### config.mk
export PLATFORM = sky130hd
export DESIGN_NAME = mem_arb_nch_flat
export DESIGN_NICKNAME = d
export VERILOG_FILES = /design/src/rtl/mem_arb_nch_if.sv /design/src/rtl/mem_arb_nch.sv /design/src/flat_wrapper.sv
export SDC_FILE = /design/constraint.sdc
export NUM_CORES = 1
export LEC_CHECK = 0
export ABC_AREA = 0
export CAP_MARGIN = 5
export CORE_UTILIZATION = 47
export CTS_CLUSTER_SIZE = 25
export DETAILED_ROUTE_END_ITERATION = 8
export SYNTH_ARGS = -nofsm -noshare
export SYNTH_HDL_FRONTEND = slang
export SYNTH_SLANG_ARGS = --single-unit
### constraint.sdc
create_clock -name clk -period 3.8 [get_ports clk]
set_input_delay 1.14 -clock clk [delete_from_list [all_inputs] [get_ports clk]]
set_output_delay 1.14 -clock clk [all_outputs]
set_load 0.01 [all_outputs]
### src/rtl/mem_arb_nch_if.sv
// mem_arb_nch_if
//   Bundle of the per-channel request/response signals of mem_arb_nch.
//   All per-channel fields are packed flat, channel i in slice i.
//   Ports (from the requester's point of view, modport master):
//     req      out NUM_CH             access request, held until granted
//     write    out NUM_CH             1 = write, 0 = read
//     addr     out NUM_CH*ADDR_WIDTH  channel address lanes
//     data_in  out NUM_CH*DATA_WIDTH  channel write-data lanes
//     gnt      in  NUM_CH             one-hot grant (combinational)
//     rvalid   in  NUM_CH             read data valid, one cycle after grant
//     data_out in  NUM_CH*DATA_WIDTH  per-channel read-data lanes
//     err      in  NUM_CH             out-of-range access flag
//   The memory side uses modport slave (directions reversed).
interface mem_arb_nch_if #(
   parameter int NUM_CH     = 2,
   parameter int DATA_WIDTH = 8,
   parameter int ADDR_WIDTH = 5
);
   logic [NUM_CH-1:0]            req;
   logic [NUM_CH-1:0]            write;
   logic [NUM_CH*ADDR_WIDTH-1:0] addr;
   logic [NUM_CH*DATA_WIDTH-1:0] data_in;
   logic [NUM_CH-1:0]            gnt;
   logic [NUM_CH-1:0]            rvalid;
   logic [NUM_CH*DATA_WIDTH-1:0] data_out;
   logic [NUM_CH-1:0]            err;

   modport master (
      output req, write, addr, data_in,
      input  gnt, rvalid, data_out, err
   );

   modport slave (
      input  req, write, addr, data_in,
      output gnt, rvalid, data_out, err
   );
endinterface

### src/rtl/mem_arb_nch.sv
// mem_arb_nch
//   N-channel single-array memory. A round-robin arbiter grants at most one
//   channel per clock; writes commit on the grant edge, reads return on the
//   granted channel's own lane one cycle later. Out-of-range accesses are
//   dropped and flagged on err.
//   Ports:
//     clk    in  rising-edge clock
//     rst_n  in  asynchronous active-low reset
//     bus    mem_arb_nch_if.slave (req/write/addr/data_in in,
//            gnt/rvalid/data_out/err out)
module mem_arb_nch #(
   parameter int NUM_CH     = 2,
   parameter int DATA_WIDTH = 8,
   parameter int ADDR_WIDTH = 5,
   parameter int DEPTH      = 32
) (
   input  logic          clk,
   input  logic          rst_n,
   mem_arb_nch_if.slave  bus
);
   localparam int PTR_W  = (NUM_CH > 1) ? $clog2(NUM_CH) : 1;
   localparam int MEM_AW = (DEPTH > 1) ? $clog2(DEPTH) : 1;
   localparam logic [ADDR_WIDTH:0] DEPTH_L = (ADDR_WIDTH+1)'(DEPTH);

   // Storage: not reset, contents undefined until written.
   logic [DATA_WIDTH-1:0] mem [DEPTH];
   logic [DATA_WIDTH-1:0] rd_word_q;

   logic [PTR_W-1:0]             ptr_q, ptr_d;
   logic [NUM_CH-1:0]            rvalid_q, rvalid_d;
   logic [NUM_CH-1:0]            err_q, err_d;
   logic                         rd_oor_q, rd_oor_d;
   logic [NUM_CH*DATA_WIDTH-1:0] hold_q, hold_d;
   logic [NUM_CH*DATA_WIDTH-1:0] data_out;

   logic [NUM_CH-1:0]     gnt;
   logic [PTR_W-1:0]      gnt_idx;
   logic                  gnt_any;
   int                    idx;
   logic [ADDR_WIDTH-1:0] addr_sel;
   logic [DATA_WIDTH-1:0] data_sel;
   logic                  wr_sel;
   logic                  in_range;
   logic                  do_wr;
   logic                  do_rd;

   // Round-robin search starting at ptr; first requester wins.
   always_comb begin
      gnt     = '0;
      gnt_idx = '0;
      gnt_any = 1'b0;
      idx     = 0;
      for (int off = 0; off < NUM_CH; off++) begin
         idx = int'(ptr_q) + off;
         if (idx >= NUM_CH) idx = idx - NUM_CH;
         if (!gnt_any && bus.req[idx]) begin
            gnt_any      = 1'b1;
            gnt_idx      = PTR_W'(idx);
            gnt[idx]     = 1'b1;
         end
      end
   end

   // Granted channel's request fields.
   always_comb begin
      addr_sel = bus.addr[gnt_idx*ADDR_WIDTH +: ADDR_WIDTH];
      data_sel = bus.data_in[gnt_idx*DATA_WIDTH +: DATA_WIDTH];
      wr_sel   = bus.write[gnt_idx];
      in_range = ({1'b0, addr_sel} < DEPTH_L);
      do_wr    = gnt_any & wr_sel & in_range;
      do_rd    = gnt_any & ~wr_sel & in_range;
   end

   // Block RAM with registered read port. rst_n gates accesses so nothing
   // executes while reset is held; the array itself is never cleared.
   always_ff @(posedge clk) begin
      if (rst_n && do_wr) mem[addr_sel[MEM_AW-1:0]] <= data_sel;
      if (rst_n && do_rd) rd_word_q <= mem[addr_sel[MEM_AW-1:0]];
   end

   // Next-state for pointer and response flags.
   always_comb begin
      ptr_d = ptr_q;
      if (gnt_any) begin
         if (gnt_idx == PTR_W'(NUM_CH-1)) ptr_d = '0;
         else                             ptr_d = gnt_idx + 1'b1;
      end
      rvalid_d = wr_sel ? '0 : gnt;
      err_d    = in_range ? '0 : gnt;
      rd_oor_d = ~in_range;
      // Each lane keeps whatever it last presented.
      hold_d   = data_out;
   end

   always_ff @(posedge clk or negedge rst_n) begin
      if (!rst_n) begin
         ptr_q    <= '0;
         rvalid_q <= '0;
         err_q    <= '0;
         rd_oor_q <= 1'b0;
         hold_q   <= '0;
      end else begin
         ptr_q    <= ptr_d;
         rvalid_q <= rvalid_d;
         err_q    <= err_d;
         rd_oor_q <= rd_oor_d;
         hold_q   <= hold_d;
      end
   end

   // Only one lane can have rvalid at a time, so the single RAM output
   // register feeds every lane; out-of-range reads present zero.
   genvar gi;
   generate
      for (gi = 0; gi < NUM_CH; gi++) begin : g_lane
         assign data_out[gi*DATA_WIDTH +: DATA_WIDTH] =
            rvalid_q[gi] ? (rd_oor_q ? '0 : rd_word_q)
                         : hold_q[gi*DATA_WIDTH +: DATA_WIDTH];
      end
   endgenerate

   assign bus.gnt      = gnt;
   assign bus.rvalid   = rvalid_q;
   assign bus.err      = err_q;
   assign bus.data_out = data_out;
endmodule

### src/flat_wrapper.sv
// flat-port wrapper written by rule: the top's interface ports become plain ports
module mem_arb_nch_flat 
#(
   parameter int NUM_CH     = 2,
   parameter int DATA_WIDTH = 8,
   parameter int ADDR_WIDTH = 5,
   parameter int DEPTH      = 32
)
  (clk, rst_n, bus_req, bus_write, bus_addr, bus_data_in, bus_gnt, bus_rvalid, bus_data_out, bus_err);
  mem_arb_nch_if #(.NUM_CH(NUM_CH), .DATA_WIDTH(DATA_WIDTH), .ADDR_WIDTH(ADDR_WIDTH)) bus_i ();
  input  logic clk;
  input  logic rst_n;
  input wire logic [$bits(bus_i.req)-1:0] bus_req;
  input wire logic [$bits(bus_i.write)-1:0] bus_write;
  input wire logic [$bits(bus_i.addr)-1:0] bus_addr;
  input wire logic [$bits(bus_i.data_in)-1:0] bus_data_in;
  output wire logic [$bits(bus_i.gnt)-1:0] bus_gnt;
  output wire logic [$bits(bus_i.rvalid)-1:0] bus_rvalid;
  output wire logic [$bits(bus_i.data_out)-1:0] bus_data_out;
  output wire logic [$bits(bus_i.err)-1:0] bus_err;
  assign bus_i.req = bus_req;
  assign bus_i.write = bus_write;
  assign bus_i.addr = bus_addr;
  assign bus_i.data_in = bus_data_in;
  assign bus_gnt = bus_i.gnt;
  assign bus_rvalid = bus_i.rvalid;
  assign bus_data_out = bus_i.data_out;
  assign bus_err = bus_i.err;
  mem_arb_nch #(.NUM_CH(NUM_CH), .DATA_WIDTH(DATA_WIDTH), .ADDR_WIDTH(ADDR_WIDTH), .DEPTH(DEPTH)) u_core (.clk(clk), .rst_n(rst_n), .bus(bus_i));
endmodule
Word-level counts from Yosys, hierarchy flattened
Memories as Yosys holds them, arrays and structs flattened. A register that Yosys moved wholly into a read port is not among the register bits.
Cells that the tools add are included.
{"block": "totals", "mem_count": 1, "output_inout_bits": 22, "elab_cells": 54, "reg_bits": 19, "ramBits": 256}
{"memory": "u_core.mem", "depth": 32, "width": 8, "read_ports": 1, "rd_ports_with_merged_regs": 1, "wr": 1, "line_no": "mem_arb_nch.sv:26", "rtl": "logic [DATA_WIDTH-1:0] mem [DEPTH];"}
{"block": "classes", "muxes": 26, "mul": 1, "shift": 2, "n_addsub": 4, "bitwise_logic": 4, "n_reduce_logical": 6, "n_lt_le_gt_ge": 7}
{"op": "$ge 32x1->1 const B", "n": 2}
{"op": "$lt 32x3->1 const B", "n": 2}
{"op": "$mux 32", "n": 2}
{"op": "$ge 32x3->1 const B", "n": 1}
{"op": "$sub 32x3->32 const B", "n": 1}
{"op": "$mux 1", "n": 17}
{"op": "$mux 8", "n": 2}
{"op": "$shiftx 16x5->8", "n": 1}
{"op": "$shiftx 10x5->5", "n": 1}
{"op": "$mux 2", "n": 3}
{"op": "$logic_and 1x1->1", "n": 5}
{"op": "$mul 1x3->4 const B", "n": 1}
{"op": "$sub 1x2->3 const B", "n": 1}
{"op": "$add 1x1->2 const B", "n": 1}
{"op": "$and 1x1->1", "n": 2}
{"op": "$demux 1 s1", "n": 2}
{"op": "$ge 1x2->1 const B", "n": 1}
{"op": "$lt 1x2->1 const B", "n": 1}
{"op": "$or 2x2->2", "n": 1}
{"op": "$add 1x1->1 const B", "n": 1}
{"op": "$logic_not 1->1", "n": 1}
{"op": "$not 1->1", "n": 1}

Logic depth before layout (Yosys ltp)
{"block": "depth", "ltp_word": 15, "ltp_mapped": 9, "ltp_nobuf": 7}

Worst setup path after synthesis
OpenSTA, ideal clock, no wires.
{"block": "synth_timing", "kind": "input to output", "startpoint": "input port bus_req[0]", "endpoint": "output port bus_gnt[1]", "setup_slack_ns": 0.648, "arrival_ns": 2.012, "cell_stages": 6, "path_cell_list": "nand2b_4 > buf_6 > nand2_2 > inv_2 > buf_2 > buf_1"}
{"block": "synth_via", "elab_chain_cells": 7, "elab_cells_between_ends": 12}
{"item": "from (decl)", "line_no": "flat_wrapper.sv:13", "rtl": "input wire logic [$bits(bus_i.req)-1:0] bus_req;"}
{"item": "$mux 1 (implied by the code) (3 in a row)", "line_no": "mem_arb_nch.sv:56", "rtl": "if (!gnt_any && bus.req[idx]) begin"}
{"item": "$mux 1", "line_no": "mem_arb_nch.sv:56"}
{"item": "$logic_not 1->1", "line_no": "mem_arb_nch.sv:56"}
{"item": "$logic_and 1x1->1", "line_no": "mem_arb_nch.sv:56"}
{"item": "$mux 2 *", "line_no": "mem_arb_nch.sv:56"}
{"item": "to (decl)", "line_no": "flat_wrapper.sv:17", "rtl": "output wire logic [$bits(bus_i.gnt)-1:0] bus_gnt;"}
Every way passes the cells marked *; elsewhere a longest branch is shown, timed or not. The select of a mux whose other input is x is not followed.

Final worst setup path
Ends and elaborated chain as after synthesis.

==> metrics.yaml <==
placed_area_mm2: 0.0151
timing.fmax_ghz: 0.268
antenna_found_initial: 1
r2r_end: "u_core.rd_word_q[7]"
grt_use_met2: 0.440
slew_headroom: 0.580
cts_sinks: 283
wl_mm: 37.6
gp_congestion: 0.884
crit_path_end_kind: "output port"
critical_path_arrival_ns: 2.59
synth_top_cell_area_share: 0.595
path_common_cell: "clkdlybuf4s50_1"
hpwl_mm: 24.7
grt_pass1_wl_mm: 55.9
start_util: 0.478
rsz0062_at_grt: "no"
layout-drive-gt1-share: 0.245
ys_ff_latch: 283
htreeDepth: 1
cp_slowest_stage_delay_ns: 0.58
cts-root-buf: "clkbuf_16"
grt_use_met3: 0.0451
synthTopCellsByCount: "edfxtp_1, nor2_1, nor2b_1"
port_buffers: 51
yosysTopAreaCell: "edfxtp_1"
wl_per_cell_um: 25.4
peakVddDrop_v: 0.000351
core_region_area_mm2: 0.0279
fill_cells: 2221
syn_to_final_growth_pct: 21.4
leakage_nw: 5.61
swShare: 0.238
viasPerCell: 6.14
worstPathCellList: "clkdlybuf4s50_1, nand2b_4, nand2_2, inv_2, clkdlybuf4s50_1"
drt_iter0_markers: 956
dr_total_vias: 9095
grt-busiest-layer: "met2"
clk_pin_slew_worst_paths_ns: 0.06
yosys_warnings: 0
async_flop_share: 0.0671
finalCoreUtilization: 0.581
die_width_um: 170
synth-edff-count: 264
syn_inst: 942
outcome: "completed"
internal-power_w: 0.00584
dieHeight_um: 170
clockBufferDepth: 3
r2r-start: "u_core.ptr_q"
r2r_cells: 8
hold_viol_final: 0
start_kind: "primary input"
reg2reg_slack_ns: 1.19
hold_path.class: "register to register"
worstPathRequired_ns: 2.66
yosys-top-cells-area: "edfxtp_1, mux4_2, dfrtp_1"
finClkSkew_ns: 0.0110
cts_tree: "built"
crit_type: "primary input to output port"
grt_pass1_vias: 8838
worst-path-buf-inv: 3
synth_ff_type: "edfxtp_1"
p_per_area_mw_per_mm2: 473
synth.distinct_cells: 57
nNetsFinal: 1112
combinationalPowerShare: 0.130
whs_ns: 0.496
critPathMaxFanout: 4
cts_buffers: 31
tightest_slew_ns: 0.630
grt_util_met1: 0.359
hold_path_depth: 1
drtPass1Iterations: 5
power_frac_seq: 0.463
p_sw_w: 0.00182
std_cell_rows: 61
path_delay_family: "buffers and inverters"
yosysSeqAreaShare: 0.631
io_pins: 54
cp.depth: 5
drc_errors: 0
p_clk_frac: 0.407
post-route-min-period_ns: 3.73
avgSynthCellArea_um2: 14.1
dp_cells: 1425
multi_input_area_mm2: 0.00449
drv_cap: 0
postCtsSetupRepairBufs: 0
clk_latency_ns: 0.56
finalCritPeriodShare: 0.983
finalSetupViolCount: 0
overflow: 0
synth_most_common_cell: "edfxtp_1"
track_usage: 0.266
syn-cell-area_mm2: 0.0133
final_area_mm2: 0.0162
slowest_stage: "clkdlybuf4s50_1"
fin_cells: 1482
dieArea_mm2: 0.0290
fin_setup_tns_ns: 0
grt_max_degree: 61
min-delay-start: "u_core.hold_q[10]"
drtAntennaViolNets: 0
seq_area_mm2: 0.00840
min_to: "u_core.hold_q[10]"
cts_resized: 0
slew_viol_final: 0
cts-hold-fix-buffers: 0
[per-layer routing]
layer | vias to the layer above | share of wire
li1 | 4042 | -
met1 | 4639 | 0.42
met2 | 349 | 0.48
met3 | 65 | 0.072
met4 | 0 | 0.027
met5 | - | 0
[flip-flops by register name, summed over array words and instances (netlist names)]
name and flops:
u_core.rd_word_q 8, u_core.hold_q 16, u_core.mem 256, u_core.bus.rvalid 2
u_core.ptr_q 1
[cell usage in the layout, fill, tap and decap left out, types with 11 or more instances in the layout]
master,n
nor2_1,61
nand4_1,11
mux4_2,44
mux2i_1,23
inv_1,22
nor2b_1,53
buf_12,17
a22oi_1,17
dfrtp_1,19
a311oi_1,12
o21ai_1,13
nand2_1,33
clkbuf_16,31
a21oi_1,15
and3_1,27
mux2_2,29
edfxtp_1,264
nand3_1,21
a211oi_1,26
buf_4,112
o21ai_0,47
clkdlybuf4s50_1,47
a2111oi_0,26
a221oi_1,21
[worst reg2reg max path, stage by stage (launching register included)]
cell,delay (ns)
dfrtp_1,0.43
nand2b_4,0.18
buf_12,0.16
and3_1,0.28
buf_4,0.22
a2111oi_0,0.39
o21ai_0,0.15
a22oi_1,0.37
nand4_1,0.16
[power groups by stage]
| stage | registers [W] | logic, W | clock network [W] |
|---|---|---|---|
| floorplan | 0.00360 | 0.000525 | 0 |
| global placement | 0.00361 | 0.000983 | 0 |
| detailed placement | 0.00361 | 0.000992 | 0 |
| CTS | 0.00354 | 0.000996 | 0.00315 |
| global route | 0.00355 | 0.00106 | 0.00328 |
| finish | 0.00354 | 0.000998 | 0.00311 |
[logic make-up after synthesis]
family                 after synthesis  share of synthesized area
AOI/OAI and AO/OA                  226                      0.124
buffers and inverters              100                     0.0346
DFF                                283                      0.631
muxes                               98                      0.118
other                                1                   0.000281
and+or+nand+nor                    234                     0.0932
[final cells by class]
cell class | instances | area share
Multi-Input combinational cell | 560 | 0.277
Antenna cell | 1 | 0.000155
Tap cell | 378 | 0.0292
Inverter | 24 | 0.00557
Clock buffer | 34 | 0.0486
Sequential cell | 283 | 0.519
Clock inverter | 22 | 0.0165
Timing Repair Buffer | 180 | 0.103
[stage by stage]
stage | setup WS (ns) | power, W
2_1_floorplan | 0.648 | 0.00412
3_3_place_gp | 0.0156 | 0.00459
3_5_place_dp | -0.0220 | 0.00460
4_1_cts | 0.0762 | 0.00770
5_1_grt | 0.00355 | 0.00789
6_report | 0.0660 | 0.00766
[worst max path at each step]
stage                     startpoint                  end  slack, ns
after floorplan           bus_req[0]           bus_gnt[1]       0.65
after global placement    bus_req[1]  u_core.rd_word_q[4]       0.02
after detailed placement  bus_req[0]  u_core.rd_word_q[7]      -0.02
after CTS                 bus_req[0]           bus_gnt[1]       0.08
after global routing      bus_req[0]           bus_gnt[1]      0.004
final                     bus_req[0]           bus_gnt[1]       0.07
Power figures use the tool's default switching activity.
